[config.mk]
export PLATFORM = sky130hd
export DESIGN_NAME = sap1_run_controller
export DESIGN_NICKNAME = d
export VERILOG_FILES = /design/src/rtl/sap1_pkg.sv /design/src/rtl/sap1_tstate_counter.sv /design/src/rtl/sap1_run_controller.sv
export SDC_FILE = /design/constraint.sdc
export NUM_CORES = 1
export LEC_CHECK = 0
export ABC_AREA = 1
export BUFFER_PORTS_ARGS = -buffer_cell sky130_fd_sc_hd__buf_2
export CORE_ASPECT_RATIO = 1.25
export CORE_MARGIN = 1.5
export CORE_UTILIZATION = 45
export CTS_CLUSTER_DIAMETER = 60
export CTS_CLUSTER_SIZE = 40
export DETAILED_ROUTE_END_ITERATION = 8
export PLACE_DENSITY = 0.77
export SLEW_MARGIN = 25
export SYNTH_ARGS = -nofsm -noshare
export SYNTH_HDL_FRONTEND = slang
export SYNTH_SLANG_ARGS = --single-unit
[constraint.sdc]
create_clock -name CLK -period 1.5 [get_ports CLK]
set_input_delay 0.075 -clock CLK [delete_from_list [all_inputs] [get_ports CLK]]
set_output_delay 0.075 -clock CLK [all_outputs]
set_load 0.03 [all_outputs]
[src/rtl/sap1_pkg.sv]
// Shared SAP-1 definitions: run-controller state encoding, instruction
// timing constants and the opcode map decoded by the control unit.
package sap1_pkg;

  typedef enum logic [2:0] {
    ST_IDLE   = 3'd0,
    ST_LOAD   = 3'd1,
    ST_PRIME  = 3'd2,
    ST_RUN    = 3'd3,
    ST_PAUSED = 3'd4,
    ST_HALTED = 3'd5
  } run_state_e;

  localparam int          T_STATES   = 6;
  localparam int          HLT_TSTATE = 3;
  localparam logic [3:0]  HLT_OPCODE = 4'b1111;

  localparam logic [3:0]  OP_LDA = 4'b0000;
  localparam logic [3:0]  OP_ADD = 4'b0100;
  localparam logic [3:0]  OP_SUB = 4'b0101;
  localparam logic [3:0]  OP_STA = 4'b0110;
  localparam logic [3:0]  OP_LDI = 4'b0111;
  localparam logic [3:0]  OP_JMP = 4'b1010;
  localparam logic [3:0]  OP_HLT = 4'b1111;

endpackage

[src/rtl/sap1_tstate_counter.sv]
// Zero-based T-state counter that shadows the control unit's ring counter.
// Advances only while enabled, wraps after the last T-state, and flags the
// instruction boundary and the opcode-check T-state.
module sap1_tstate_counter
  import sap1_pkg::*;
#(
  parameter int NUM_STATES  = T_STATES,
  parameter int CHECK_STATE = HLT_TSTATE
) (
  input  logic       clk,
  input  logic       rst,
  input  logic       en,
  input  logic       clr,
  output logic [2:0] tstate,
  output logic       at_boundary,
  output logic       at_check
);

  localparam logic [2:0] LAST_T  = 3'(NUM_STATES - 1);
  localparam logic [2:0] CHECK_T = 3'(CHECK_STATE);

  logic [2:0] tstate_q;
  logic [2:0] tstate_d;

  // Clear wins over enable; the count wraps to T1 after the last T-state.
  always_comb begin
    tstate_d = tstate_q;
    if (clr) begin
      tstate_d = '0;
    end else if (en) begin
      tstate_d = (tstate_q == LAST_T) ? 3'd0 : tstate_q + 3'd1;
    end
  end

  // T-state register with synchronous reset.
  always_ff @(posedge clk) begin
    if (rst) begin
      tstate_q <= '0;
    end else begin
      tstate_q <= tstate_d;
    end
  end

  assign tstate      = tstate_q;
  assign at_boundary = (tstate_q == LAST_T);
  assign at_check    = (tstate_q == CHECK_T);

endmodule

[src/rtl/sap1_run_controller.sv]
// SAP-1 run/program-mode sequencer. Loads program RAM over a valid/ready
// handshake, issues the start-of-program clear, and gates the control
// unit's clock enable for run, pause, single-step and halt.
module sap1_run_controller #(
  parameter int         ADDR_W     = 4,
  parameter int         DATA_W     = 8,
  parameter int         T_STATES   = sap1_pkg::T_STATES,
  parameter logic [3:0] HLT_OPCODE = sap1_pkg::HLT_OPCODE,
  parameter int         HLT_TSTATE = sap1_pkg::HLT_TSTATE
) (
  input  logic              CLK,
  input  logic              CLR,
  input  logic              prog_mode,
  input  logic              start,
  input  logic              step,
  input  logic              pause,
  input  logic              load_valid,
  input  logic [DATA_W-1:0] load_data,
  output logic              load_ready,
  output logic              ram_we,
  output logic [ADDR_W-1:0] ram_addr,
  output logic [DATA_W-1:0] ram_wdata,
  input  logic [3:0]        opcode,
  output logic              cu_en,
  output logic              cu_clr,
  output logic [2:0]        tstate,
  output logic              halted,
  output logic              load_done
);

  localparam logic [ADDR_W-1:0] LAST_ADDR = '1;

  sap1_pkg::run_state_e state_q, state_d;

  logic              load_ready_q, load_ready_d;
  logic              ram_we_q, ram_we_d;
  logic [ADDR_W-1:0] ram_addr_q, ram_addr_d;
  logic [DATA_W-1:0] ram_wdata_q, ram_wdata_d;
  logic              cu_en_q, cu_en_d;
  logic              cu_clr_q, cu_clr_d;
  logic              halted_q, halted_d;
  logic              load_done_q, load_done_d;
  logic              pause_req_q, pause_req_d;
  logic              step_mode_q, step_mode_d;
  logic [ADDR_W-1:0] wr_addr_q, wr_addr_d;

  logic              cnt_en;
  logic              cnt_clr;
  logic              at_boundary;
  logic              at_check;
  logic              accept;

  sap1_tstate_counter #(
    .NUM_STATES  (T_STATES),
    .CHECK_STATE (HLT_TSTATE)
  ) u_tstate (
    .clk         (CLK),
    .rst         (CLR),
    .en          (cnt_en),
    .clr         (cnt_clr),
    .tstate      (tstate),
    .at_boundary (at_boundary),
    .at_check    (at_check)
  );

  // Next-state and next-output decode; every output is derived from the
  // next state so it appears registered in the cycle the state takes effect.
  always_comb begin
    state_d     = state_q;
    pause_req_d = pause_req_q;
    step_mode_d = step_mode_q;
    wr_addr_d   = wr_addr_q;
    load_done_d = load_done_q;
    ram_we_d    = 1'b0;
    ram_addr_d  = ram_addr_q;
    ram_wdata_d = ram_wdata_q;
    halted_d    = halted_q;
    cnt_en      = 1'b0;
    accept      = 1'b0;

    case (state_q)
      sap1_pkg::ST_IDLE: begin
        if (prog_mode) begin
          state_d = sap1_pkg::ST_LOAD;
        end else if (start) begin
          state_d     = sap1_pkg::ST_PRIME;
          step_mode_d = 1'b0;
        end else if (step) begin
          state_d     = sap1_pkg::ST_PRIME;
          step_mode_d = 1'b1;
        end
      end

      sap1_pkg::ST_LOAD: begin
        accept = load_valid & load_ready_q;
        if (accept) begin
          ram_we_d    = 1'b1;
          ram_addr_d  = wr_addr_q;
          ram_wdata_d = load_data;
          wr_addr_d   = wr_addr_q + 1'b1;
        end
        if (accept && (wr_addr_q == LAST_ADDR)) begin
          load_done_d = 1'b1;
          state_d     = sap1_pkg::ST_IDLE;
        end else if (!prog_mode) begin
          state_d = sap1_pkg::ST_IDLE;
        end
      end

      sap1_pkg::ST_PRIME: begin
        state_d     = sap1_pkg::ST_RUN;
        pause_req_d = 1'b0;
      end

      sap1_pkg::ST_RUN: begin
        cnt_en = 1'b1;
        if (pause || prog_mode) begin
          pause_req_d = 1'b1;
        end
        if (at_check && (opcode == HLT_OPCODE)) begin
          cnt_en      = 1'b0;
          state_d     = sap1_pkg::ST_HALTED;
          pause_req_d = 1'b0;
          step_mode_d = 1'b0;
        end else if (at_boundary && (step_mode_q || pause_req_d)) begin
          state_d     = sap1_pkg::ST_PAUSED;
          pause_req_d = 1'b0;
          step_mode_d = 1'b0;
        end
      end

      sap1_pkg::ST_PAUSED: begin
        if (prog_mode) begin
          state_d = sap1_pkg::ST_LOAD;
        end else if (start) begin
          state_d     = sap1_pkg::ST_RUN;
          step_mode_d = 1'b0;
        end else if (step) begin
          state_d     = sap1_pkg::ST_RUN;
          step_mode_d = 1'b1;
        end
      end

      sap1_pkg::ST_HALTED: begin
        if (prog_mode) begin
          state_d = sap1_pkg::ST_LOAD;
        end else if (start) begin
          state_d     = sap1_pkg::ST_PRIME;
          step_mode_d = 1'b0;
        end
      end

      default: begin
        state_d = sap1_pkg::ST_IDLE;
      end
    endcase

    if ((state_d == sap1_pkg::ST_LOAD) && (state_q != sap1_pkg::ST_LOAD)) begin
      wr_addr_d   = '0;
      load_done_d = 1'b0;
      pause_req_d = 1'b0;
      step_mode_d = 1'b0;
    end

    if (state_d == sap1_pkg::ST_HALTED) begin
      halted_d = 1'b1;
    end else if (state_d == sap1_pkg::ST_PRIME) begin
      halted_d = 1'b0;
    end

    load_ready_d = (state_d == sap1_pkg::ST_LOAD);
    cu_en_d      = (state_d == sap1_pkg::ST_RUN);
    cu_clr_d     = (state_d == sap1_pkg::ST_PRIME);
    cnt_clr      = (state_d == sap1_pkg::ST_PRIME);
  end

  // State and registered outputs; CLR returns everything to IDLE.
  always_ff @(posedge CLK) begin
    if (CLR) begin
      state_q      <= sap1_pkg::ST_IDLE;
      load_ready_q <= 1'b0;
      ram_we_q     <= 1'b0;
      ram_addr_q   <= '0;
      ram_wdata_q  <= '0;
      cu_en_q      <= 1'b0;
      cu_clr_q     <= 1'b0;
      halted_q     <= 1'b0;
      load_done_q  <= 1'b0;
      pause_req_q  <= 1'b0;
      step_mode_q  <= 1'b0;
      wr_addr_q    <= '0;
    end else begin
      state_q      <= state_d;
      load_ready_q <= load_ready_d;
      ram_we_q     <= ram_we_d;
      ram_addr_q   <= ram_addr_d;
      ram_wdata_q  <= ram_wdata_d;
      cu_en_q      <= cu_en_d;
      cu_clr_q     <= cu_clr_d;
      halted_q     <= halted_d;
      load_done_q  <= load_done_d;
      pause_req_q  <= pause_req_d;
      step_mode_q  <= step_mode_d;
      wr_addr_q    <= wr_addr_d;
    end
  end

  assign load_ready = load_ready_q;
  assign ram_we     = ram_we_q;
  assign ram_addr   = ram_addr_q;
  assign ram_wdata  = ram_wdata_q;
  assign cu_en      = cu_en_q;
  assign cu_clr     = cu_clr_q;
  assign halted     = halted_q;
  assign load_done  = load_done_q;

endmodule

==> results of run 1 <==
-- through the flow --
| step | util (%) | instances | setup TNS [ns] |
|---|---|---|---|
| after floorplan | - | 194 | -0.004092 |
| after global placement | 58.63 | 277 | 0 |
| after detailed placement | 58.63 | 277 | 0 |
| after CTS | 61.99 | 289 | 0 |
| after global routing | 65.19 | 294 | -0.01314 |
| final | 65.19 | 294 | 0 |
-- kinds of logic (layout without fill, tap and decap cells) --
family,count (synthesis),count (layout),synth area share [%]
and+or+nand+nor,106,106,35.68
DFF,30,30,42.18
AOI/OAI and AO/OA,28,28,11.42
buffers and inverters,26,90,7.732
adders and majority gates,2,2,1.757
xor gates and xnor gates,2,2,1.230
-- worst register-to-register path: stages (launching register included) --
cell     delay, ns
dfxtp_1       0.36
inv_2         0.11
nand2_2       0.08
inv_2         0.07
nand2_2       0.09
nor2_8        0.16
nand2_2       0.09
nand2_4       0.09
nand4_4       0.09
nand2_2       0.10
nor2_1        0.05
-- Yosys cell counts, types with 2 or more instances --
| cell type | n |
|---|---|
| xnor2_1 | 2 |
| inv_2 | 7 |
| ha_1 | 2 |
| nor2_1 | 40 |
| nand3_1 | 13 |
| nand4_1 | 2 |
| a21oi_1 | 6 |
| o21ai_0 | 10 |
| nor2_2 | 2 |
| o21ai_1 | 6 |
| nand2_2 | 6 |
| inv_1 | 15 |
| nor3_1 | 3 |
| dfxtp_1 | 30 |
| nand2_1 | 33 |
| a21oi_2 | 2 |
-- final timing paths --
check | cells past startpoint | startpoint | endpoint | slack [ns]
min reg2reg | 2 | halted | halted | 0.47
max | 10 | state_q[2] | u_tstate.tstate[1] | 0.1
max reg2reg | 10 | state_q[2] | u_tstate.tstate[1] | 0.1
min | 3 | load_data[2] | ram_wdata[2] | 0.005
-- layout make-up --
type,count,area share [%]
multi-input cells,138,39.51
flip-flops and latches,30,31.44
repair buffers,59,19.11
inverters,23,4.519
clock buffers,7,2.841
well taps,36,2.324
clock inverters,1,0.2582
-- what timing repair did --
| action | 4_1_cts | 5_1_grt |
|---|---|---|
| setup endpoints to repair | 0 | 14 |
| resized for setup | 0 | 20 |
| hold buffers | 4 | 1 |
| setup buffers | 0 | 4 |
| hold endpoints to repair | 4 | 1 |
-- power by group --
part | switching [W] | internal, W | leakage, nW
logic | 0.000304 | 0.000176 | 0.618
registers | 0.0000364 | 0.000843 | 0.246
clock network | 0.000285 | 0.000227 | 0.0353
-- sequential cells by signal, summed over array words and instances, names as in the netlist --
| register | flops |
|---|---|
| load_done | 1 |
| ram_wdata | 8 |
| pause_req_q | 1 |
| ram_we | 1 |
| cu_clr | 1 |
| halted | 1 |
| ram_addr | 4 |
| u_tstate.tstate | 3 |
| cu_en | 1 |
| load_ready | 1 |
| wr_addr_q | 4 |
| state_q | 3 |
| step_mode_q | 1 |
-- per-layer routing --
| layer | part of all wire (%) | global-route usage, % | routed length [µm] |
|---|---|---|---|
| met1 | 43 | 22.58 | 1416 |
| met2 | 49 | 33.02 | 1635 |
| met3 | 5.7 | 4.977 | 188 |
| met4 | 2.5 | 11.22 | 83 |
| met5 | 0 | 0 | 0 |
==> results.sh, run 1 <==
export IMPL_status="finished, final reports clean"
export IMPL_regArea_um2=609.3
export IMPL_avgRoutedWirePerCell_um=11.31
export IMPL_vias=1467
export IMPL_drc=0
export IMPL_cts_buffers=5
export IMPL_yosys_warnings=0
export IMPL_ys_flop_type="dfxtp_1"
export IMPL_ys_seq_elements=30
export IMPL_ant_nets=0
export IMPL_gp_congestion=0.9041
export IMPL_cts_root_buf="clkbuf_4"
export IMPL_netlist_instances=194
export IMPL_num_rows=22
export IMPL_crit_path_max_incr_delay_ns=0.36
export IMPL_cp_max_fo=7
export IMPL_cts_tree="done"
export IMPL_required_ns=1.73
export IMPL_track_usage_pct=19.92
export IMPL_grt_max_degree=15
export IMPL_start_util_pct=47.90
export IMPL_finalSetupViolations=0
export IMPL_num_io_pins=40
export IMPL_pre_cts_ws_ns=0.07894
export IMPL_fin_crit_sh_pct=93.52
export IMPL_cp_cell_sequence="inv_2 -> nand2_2 -> inv_2 -> nand2_2 -> nor2_8 -> nand2_2 -> nand2_4 -> nand4_4 -> nand2_2 -> nor2_1"
export IMPL_clock_path_buffers=2
export IMPL_worst_slew_pin_transition_ns=0.2588
export IMPL_vdd_drop_max_mv=0.8107
export IMPL_syn_to_final_growth_pct=36.12
export IMPL_place_area_um2=1743
export IMPL_end_kind="flop"
export IMPL_dr_first_iter_drc_count=19
export IMPL_final_common_cell="buf_2"
export IMPL_yosysSeqAreaShare_pct=42.18
export IMPL_hp_class="input port to flop"
export IMPL_final_setup_worst_slack_ns=0.09716
export IMPL_overflow=0
export IMPL_slew_headroom_pct=82.65
export IMPL_clock_sinks=30
export IMPL_antenna_found_initial=0
export IMPL_whs_ns=0.004640
export IMPL_crit_top_cell="nand2_2"
export IMPL_synth_top_area_share_pct=42.18
export IMPL_grt_pass1_vias=1279
export IMPL_cpLargestDelayFamily="simple AND/OR/NAND/NOR gates"
export IMPL_fillers=259
export IMPL_core_area_um2=2973
export IMPL_critPathSlowestCell="dfxtp_1"
export IMPL_finalMaxSlewViolations=0
export IMPL_layout_common_cells="buf_2 (39), nor2_1 (36), nand2_1 (29)"
export IMPL_clock_latency_ns=0.34
export IMPL_synth_area_leaders="dfxtp_1 (42%), nor2_1 (11%), nand2_1 (8.7%), nand3_1 (4.6%), inv_1 (4.0%)"
export IMPL_synth_distinct_cells=31
export IMPL_synth_top_area_cell="dfxtp_1"
export IMPL_arrival_ns=1.63
export IMPL_powerDensity_nw_per_um2=965.9
export IMPL_fmax_ghz=0.7128
export IMPL_viasPerCell=4.990
export IMPL_htree_num_levels=2
export IMPL_path_class="flop to flop"
export IMPL_dieArea_um2=3513
export IMPL_post_route_min_period_ns=1.403
export IMPL_maxCapViolations=0
export IMPL_syn_nets=215
export IMPL_skew_ns=0.01260
export IMPL_dr_pass1_iters=4
export IMPL_syn_avg_cell_area_um2=7.340
export IMPL_grt_pass1_wl_mm=5.106
export IMPL_final_cell_area_um2=1938
export IMPL_synth_edf_count=0
export IMPL_synthesis_area_um2=1424
export IMPL_p_leak_nw=0.8990
export IMPL_async_reset_ff_share_pct=0
export IMPL_multi_input_area_um2=765.7
export IMPL_path_clk_slew_ns=0.10
export IMPL_totalPowerFinal_w=0.001872
export IMPL_numPortBuffers=39
export IMPL_worstSetupStartpointType="flop"
export IMPL_crit_buf_inv=2
export IMPL_fin_nets=278
export IMPL_die_x_um=53.31
export IMPL_hold_violations=0
export IMPL_die_h_um=65.89
export IMPL_antennaDiodeCount=0
export IMPL_drive_gt1_share_pct=41.47
export IMPL_dp_hpwl_mm=2.376
export IMPL_routed_wl_mm=3.324
(Power assumes the default switching activity.)
==> run 2: changes to the inputs <==
--- a/config.mk
+++ b/config.mk
@@ -14,6 +14,7 @@
 export CTS_CLUSTER_SIZE = 40
 export DETAILED_ROUTE_END_ITERATION = 8
 export PLACE_DENSITY = 0.77
+export RECOVER_POWER = 25
 export SLEW_MARGIN = 25
 export SYNTH_ARGS = -nofsm -noshare
 export SYNTH_HDL_FRONTEND = slang
==> run 2 against run 1 <==
Via count fell by 0.27%. Flip-flop and latch count did not move. Routed wire length barely moved. Non-clock buffer count did not move. Clock power barely moved. Combinational power fell by 1%. Worst hold slack barely moved. Setup slack barely moved. Critical path depth rose by 1. Die area did not move. Cell count did not move. Register-to-register slack barely moved. Critical endpoint unchanged.
==> results.sh, run 2 (synthesis results as in run 1) <==
export IMPL_path_clk_slew_ns=0.10
export IMPL_viasPerCell=4.976
export IMPL_dp_hpwl_mm=2.376
export IMPL_hold_violations=0
export IMPL_crit_path_max_incr_delay_ns=0.34
export IMPL_htree_num_levels=2
export IMPL_cp_max_fo=7
export IMPL_fin_crit_sh_pct=93.52
export IMPL_crit_buf_inv=1
export IMPL_core_area_um2=2973
export IMPL_num_io_pins=40
export IMPL_cpLargestDelayFamily="simple AND/OR/NAND/NOR gates"
export IMPL_dieArea_um2=3513
export IMPL_fmax_ghz=0.7128
export IMPL_fin_nets=278
export IMPL_drc=0
export IMPL_totalPowerFinal_w=0.001868
export IMPL_cts_root_buf="clkbuf_4"
export IMPL_avgRoutedWirePerCell_um=11.30
export IMPL_vdd_drop_max_mv=0.8110
export IMPL_final_setup_worst_slack_ns=0.09716
export IMPL_critPathSlowestCell="dfxtp_2"
export IMPL_antennaDiodeCount=0
export IMPL_slew_headroom_pct=74.50
export IMPL_crit_top_cell="nand2_2"
export IMPL_clock_path_buffers=2
export IMPL_path_class="flop to flop"
export IMPL_numPortBuffers=39
export IMPL_gp_congestion=0.9041
export IMPL_antenna_found_initial=0
export IMPL_cp_cell_sequence="nand2_1 -> inv_2 -> ha_2 -> nand3_2 -> nor2_4 -> nor2_8 -> nand2_2 -> nand2_4 -> nand4_4 -> nand2_2 -> nor2_1"
export IMPL_final_cell_count_no_fill=294
export IMPL_post_route_min_period_ns=1.403
export IMPL_arrival_ns=1.66
export IMPL_finalSetupViolations=0
export IMPL_layout_common_cells="nor2_1 (36), nand2_1 (29), buf_2 (28)"
export IMPL_grt_pass1_vias=1279
export IMPL_end_kind="flop"
export IMPL_drive_gt1_share_pct=37.21
export IMPL_largest_reg_flops=8
export IMPL_dr_first_iter_drc_count=21
export IMPL_grt_max_degree=15
export IMPL_die_x_um=53.31
export IMPL_worst_slew_pin_transition_ns=0.3842
export IMPL_grt_pass1_wl_mm=5.106
export IMPL_clock_latency_ns=0.33
export IMPL_clock_sinks=30
export IMPL_powerDensity_nw_per_um2=970.5
export IMPL_worstSetupStartpointType="flop"
export IMPL_final_common_cell="nor2_1"
export IMPL_cts_buffers=5
export IMPL_fillers=260
export IMPL_die_h_um=65.89
export IMPL_dr_pass1_iters=4
export IMPL_routed_wl_mm=3.323
export IMPL_overflow=0
export IMPL_p_leak_nw=0.8514
export IMPL_skew_ns=0.01266
export IMPL_track_usage_pct=19.92
export IMPL_dp_cells=277
export IMPL_whs_ns=0.004995
export IMPL_syn_to_final_growth_pct=35.15
export IMPL_status="finished, final reports clean"
export IMPL_pre_cts_ws_ns=0.07894
export IMPL_num_rows=22
export IMPL_vias=1463
export IMPL_ant_nets=0
export IMPL_cts_tree="done"
export IMPL_required_ns=1.76
export IMPL_maxCapViolations=0
export IMPL_finalMaxSlewViolations=0
export IMPL_hp_class="input port to flop"
export IMPL_start_util_pct=47.90
[run 2: cell types whose count changed in the layout (fill, tap and decap cells not counted), sizes merged]
cell,previous run,this run
buf,54,43
clkbuf,7,18
[run 2: metrics by stage]
| step | instance area (µm²) | setup TNS (ns) | utilization, % |
|---|---|---|---|
| after floorplan | 1430 | -0.004092 | - |
| after global placement | 1743 | 0 | 58.63 |
| after detailed placement | 1743 | 0 | 58.63 |
| after CTS | 1843 | 0 | 61.99 |
| after global routing | 1924 | -0.01314 | 64.73 |
| final | 1924 | 0 | 64.73 |
[run 2: tightest hold or removal path, stage by stage]
cell and delay, ns:
buf_2 0.07, o21ai_1 0.06, nor2_1 0.09
[run 2: layout make-up]
cell class	instances	area (µm²)	area share, %
inverters	23	87.58	4.551
clock inverters	1	5.005	0.2601
clock buffers	7	55.05	2.861
well taps	36	45.04	2.341
repair buffers	59	356.6	18.53
flip-flops and latches	30	609.3	31.66
multi-input cells	138	765.7	39.79
[run 2: power by group]
part / switching [W] / internal [W] / total (W)
Sequential: 0.0000369 / 0.000843 / 0.000880
Clock: 0.000285 / 0.000227 / 0.000512
Combinational: 0.000303 / 0.000172 / 0.000475
Total: 0.000625 / 0.00124 / 0.00187
[run 2: what timing repair did]
| item | 4_1_cts | 5_1_grt |
|---|---|---|
| endpoints found under the hold margin | 4 | 1 |
| setup endpoints to repair | 0 | 14 |
| hold buffers | 4 | 1 |
| resized for setup | 0 | 20 |
| buffers inserted | 0 | 4 |
[run 2: final timing paths]
check                       end  slack, ns                from  depth (start not counted)
max reg2reg  u_tstate.tstate[1]        0.1  u_tstate.tstate[0]                         11
min reg2reg              halted       0.47              halted                          2
min                ram_wdata[2]      0.005        load_data[2]                          3
max          u_tstate.tstate[1]        0.1  u_tstate.tstate[0]                         11
[run 2: routing by layer]
metal	track usage (%)	share of wire [%]	routed length [µm]	vias up
met3	4.977	5.8	193	9
met2	33.02	49	1641	52
met4	11.22	2.3	78	0
met5	0	0	0	-
met1	22.58	42	1410	649
li1	-	-	-	753
==> run 3: changes to the inputs <==
--- a/config.mk
+++ b/config.mk
@@ -5,17 +5,16 @@
 export SDC_FILE = /design/constraint.sdc
 export NUM_CORES = 1
 export LEC_CHECK = 0
-export ABC_AREA = 1
 export BUFFER_PORTS_ARGS = -buffer_cell sky130_fd_sc_hd__buf_2
-export CORE_ASPECT_RATIO = 1.25
 export CORE_MARGIN = 1.5
 export CORE_UTILIZATION = 45
 export CTS_CLUSTER_DIAMETER = 60
 export CTS_CLUSTER_SIZE = 40
 export DETAILED_ROUTE_END_ITERATION = 8
-export PLACE_DENSITY = 0.77
+export PLACE_DENSITY = 0.78
 export RECOVER_POWER = 25
 export SLEW_MARGIN = 25
 export SYNTH_ARGS = -nofsm -noshare
 export SYNTH_HDL_FRONTEND = slang
 export SYNTH_SLANG_ARGS = --single-unit
+export TNS_END_PERCENT = 1
==> run 3 against run 2 <==
The run now ends with design-rule violations, negative setup slack left. First-iteration DRC count rose to 2.9 times the previous value. Global-route usage increased by 4.1 points. Via count shrank 2.6%. Clock power is 12% lower. Design area up 2.0%. Clock skew up 0.0019 ns. Sequential power shrank 3.4%. Die area fell by 3.3%. Non-clock buffer count rose by 9. Critical path depth is 6 lower. Power decreased by 11%. Fmax fell by 10%. Largest cell class unchanged. Highest routed layer unchanged.
==> results.sh, run 3 <==
export IMPL_status="finished, violations left"
export IMPL_violations="design-rule violations, negative setup slack"
export IMPL_num_io_pins=40
export IMPL_num_rows=19
export IMPL_dieArea_um2=3397
export IMPL_drc=1
export IMPL_dp_hpwl_mm=2.505
export IMPL_cp_startpoint="state_q[2]"
export IMPL_fin_crit_sh_pct=104.5
export IMPL_grt_max_degree=20
export IMPL_syn_to_final_growth_pct=42.77
export IMPL_drive_gt1_share_pct=40.69
export IMPL_p_switching_w=0.0005048
export IMPL_cts_tree="done"
export IMPL_antennaDiodeCount=0
export IMPL_fmax_ghz=0.6381
export IMPL_powerDensity_nw_per_um2=847.6
export IMPL_p_leak_nw=0.8193
export IMPL_top_layer="met4"
export IMPL_vdd_drop_max_mv=0.5863
export IMPL_whs_ns=0.09437
export IMPL_die_x_um=58.28
export IMPL_cp_max_fo=5
export IMPL_r2r_slack_ns=-0.07
export IMPL_fillers=223
export IMPL_dr_wl_met3_um=175
export IMPL_layout_common_cells="nand2_1 (33), buf_2 (30), dfxtp_1 (22)"
export IMPL_finalSetupViolations=5
export IMPL_async_reset_ff_share_pct=0
export IMPL_vias=1425
export IMPL_yosysSeqAreaShare_pct=43.68
export IMPL_utilization_pct=69.39
export IMPL_yosys_warnings=0
export IMPL_avgRoutedWirePerCell_um=14.85
export IMPL_synth_most_common_cell="nand2_1"
export IMPL_gp_congestion=0.9365
export IMPL_rsz0062_at_grt="yes"
export IMPL_seqPwrFrac_pct=51.1
export IMPL_reg2reg_depth=5
export IMPL_clock_latency_ns=0.34
export IMPL_internal_power_w=0.001159
export IMPL_htree_num_levels=2
export IMPL_m1WireLength_mm=1.615
export IMPL_synth_area_leaders="dfxtp_1 (44%), nand2_1 (9.3%), a21oi_1 (7.3%), nor2_1 (5.5%), ha_1 (1.8%)"
export IMPL_skew_ns=0.01458
export IMPL_path_clk_slew_ns=0.10
export IMPL_hold_violations=0
export IMPL_maxCapViolations=0
export IMPL_finalMaxSlewViolations=0
export IMPL_finalSetupTns_ns=-0.1907
export IMPL_final_common_cell="nand2_1"
export IMPL_ys_seq_elements=30
export IMPL_synth_common_cells="nand2_1 (34), dfxtp_1 (30), a21oi_1 (20), nor2_1 (20), inv_1 (4)"
export IMPL_grt_pass1_vias=1342
export IMPL_dr_pass1_iters=6
export IMPL_critPathCapture="step_mode_q"
export IMPL_p_sw_share_pct=30.34
export IMPL_r2r_start="state_q[2]"
export IMPL_clock_sinks=30
export IMPL_pre_cts_ws_ns=-0.1509
export IMPL_routed_wl_mm=3.891
export IMPL_r2r_end="step_mode_q"
export IMPL_dr_first_iter_drc_count=61
export IMPL_clock_path_buffers=2
export IMPL_final_setup_worst_slack_ns=-0.06719
export IMPL_core_area_um2=2829
export IMPL_hold_depth=3
export IMPL_die_h_um=58.28
export IMPL_synth_distinct_cells=47
export IMPL_hp_class="input port to flop"
export IMPL_post_route_min_period_ns=1.567
export IMPL_ys_flop_type="dfxtp_1"
export IMPL_met2_length_mm=1.989
export IMPL_cts_root_buf="clkbuf_4"
export IMPL_final_cell_area_um2=1963
export IMPL_overflow=0
export IMPL_syn_nets=184
export IMPL_netlist_instances=163
export IMPL_cts_buffers=5
export IMPL_end_kind="flop"
export IMPL_antenna_found_initial=0
export IMPL_place_area_um2=1717
export IMPL_comb_power_share_pct=21.7
export IMPL_numPortBuffers=39
export IMPL_synthesis_area_um2=1375
export IMPL_arrival_ns=1.85
export IMPL_fin_nets=251
export IMPL_grt_pass1_wl_mm=6.044
export IMPL_slew_headroom_pct=74.36
export IMPL_largest_reg_flops=8
export IMPL_synth_top_area_share_pct=43.68
export IMPL_ant_nets=0
export IMPL_worst_slew_pin_transition_ns=0.3863
export IMPL_syn_avg_cell_area_um2=8.436
export IMPL_clockPowerShare_pct=27.2
export IMPL_path_class="flop to flop"
export IMPL_synth_edf_count=0
export IMPL_start_util_pct=48.61
export IMPL_viasPerCell=5.439
export IMPL_track_usage_pct=24.06
export IMPL_required_ns=1.78
export IMPL_synth_top_area_cell="dfxtp_1"
export IMPL_worstSetupStartpointType="flop"
[run 3: worst min-delay path by stage]
stage            startpoint  slack [ns]      endpoint
3_3_place_gp   load_data[7]        0.32  ram_wdata[7]
3_5_place_dp   load_data[6]        0.33  ram_wdata[6]
6_report              start        0.09   step_mode_q
2_1_floorplan  load_data[0]        0.21  ram_wdata[0]
4_1_cts               start        0.09   step_mode_q
5_1_grt               start        0.10   step_mode_q
[run 3: metal layers]
metal	vias up	track usage, %
met5	-	0
met4	0	10.63
met3	12	6.920
met2	50	40.13
met1	671	28.53
li1	692	-
[run 3: worst max-delay path, stage by stage (launching register included)]
cell and delay (ns):
dfxtp_2 0.39, nand2b_4 0.14, a21oi_1 0.07, o31a_1 0.27, or4b_4 0.52, a21oi_2 0.12
[run 3: final cells by class]
class / count / area (µm²) / share of cell area (%)
flip-flops and latches: 30 / 618.1 / 31.49
repair buffers: 68 / 421.7 / 21.48
inverters: 4 / 15.01 / 0.7648
well taps: 31 / 38.79 / 1.976
multi-input cells: 121 / 819.5 / 41.75
clock inverters: 2 / 8.758 / 0.4461
clock buffers: 6 / 41.29 / 2.103
[run 3: through the flow]
stage,cells,power (W)
after global placement,243,0.001135
after floorplan,163,0.001046
after detailed placement,243,0.001143
final,262,0.001664
after global routing,262,0.001734
after CTS,262,0.001629
[run 3: logic make-up after synthesis]
family	synth area share, %
compound gates	17.47
xor+xnor	2.548
fa+ha+maj	1.820
buf+inv	4.822
flops	43.68
mux	1.547
simple gates	28.12
[run 3: power groups by stage]
stage	clock [W]	combinational, W	sequential (W)
finish	0.000453	0.000361	0.000850
global route	0.000494	0.000386	0.000854
CTS	0.000461	0.000321	0.000848
detailed placement	0	0.000274	0.000869
global placement	0	0.000268	0.000867
floorplan	0	0.000167	0.000879
[run 3: repair_timing]
item	in CTS	in global routing
endpoints found under the hold margin	8	0
setup buffers	3	0
pin swaps	5	7
gates resized for setup	8	18
setup endpoints to repair	28	20
hold buffers	8	0
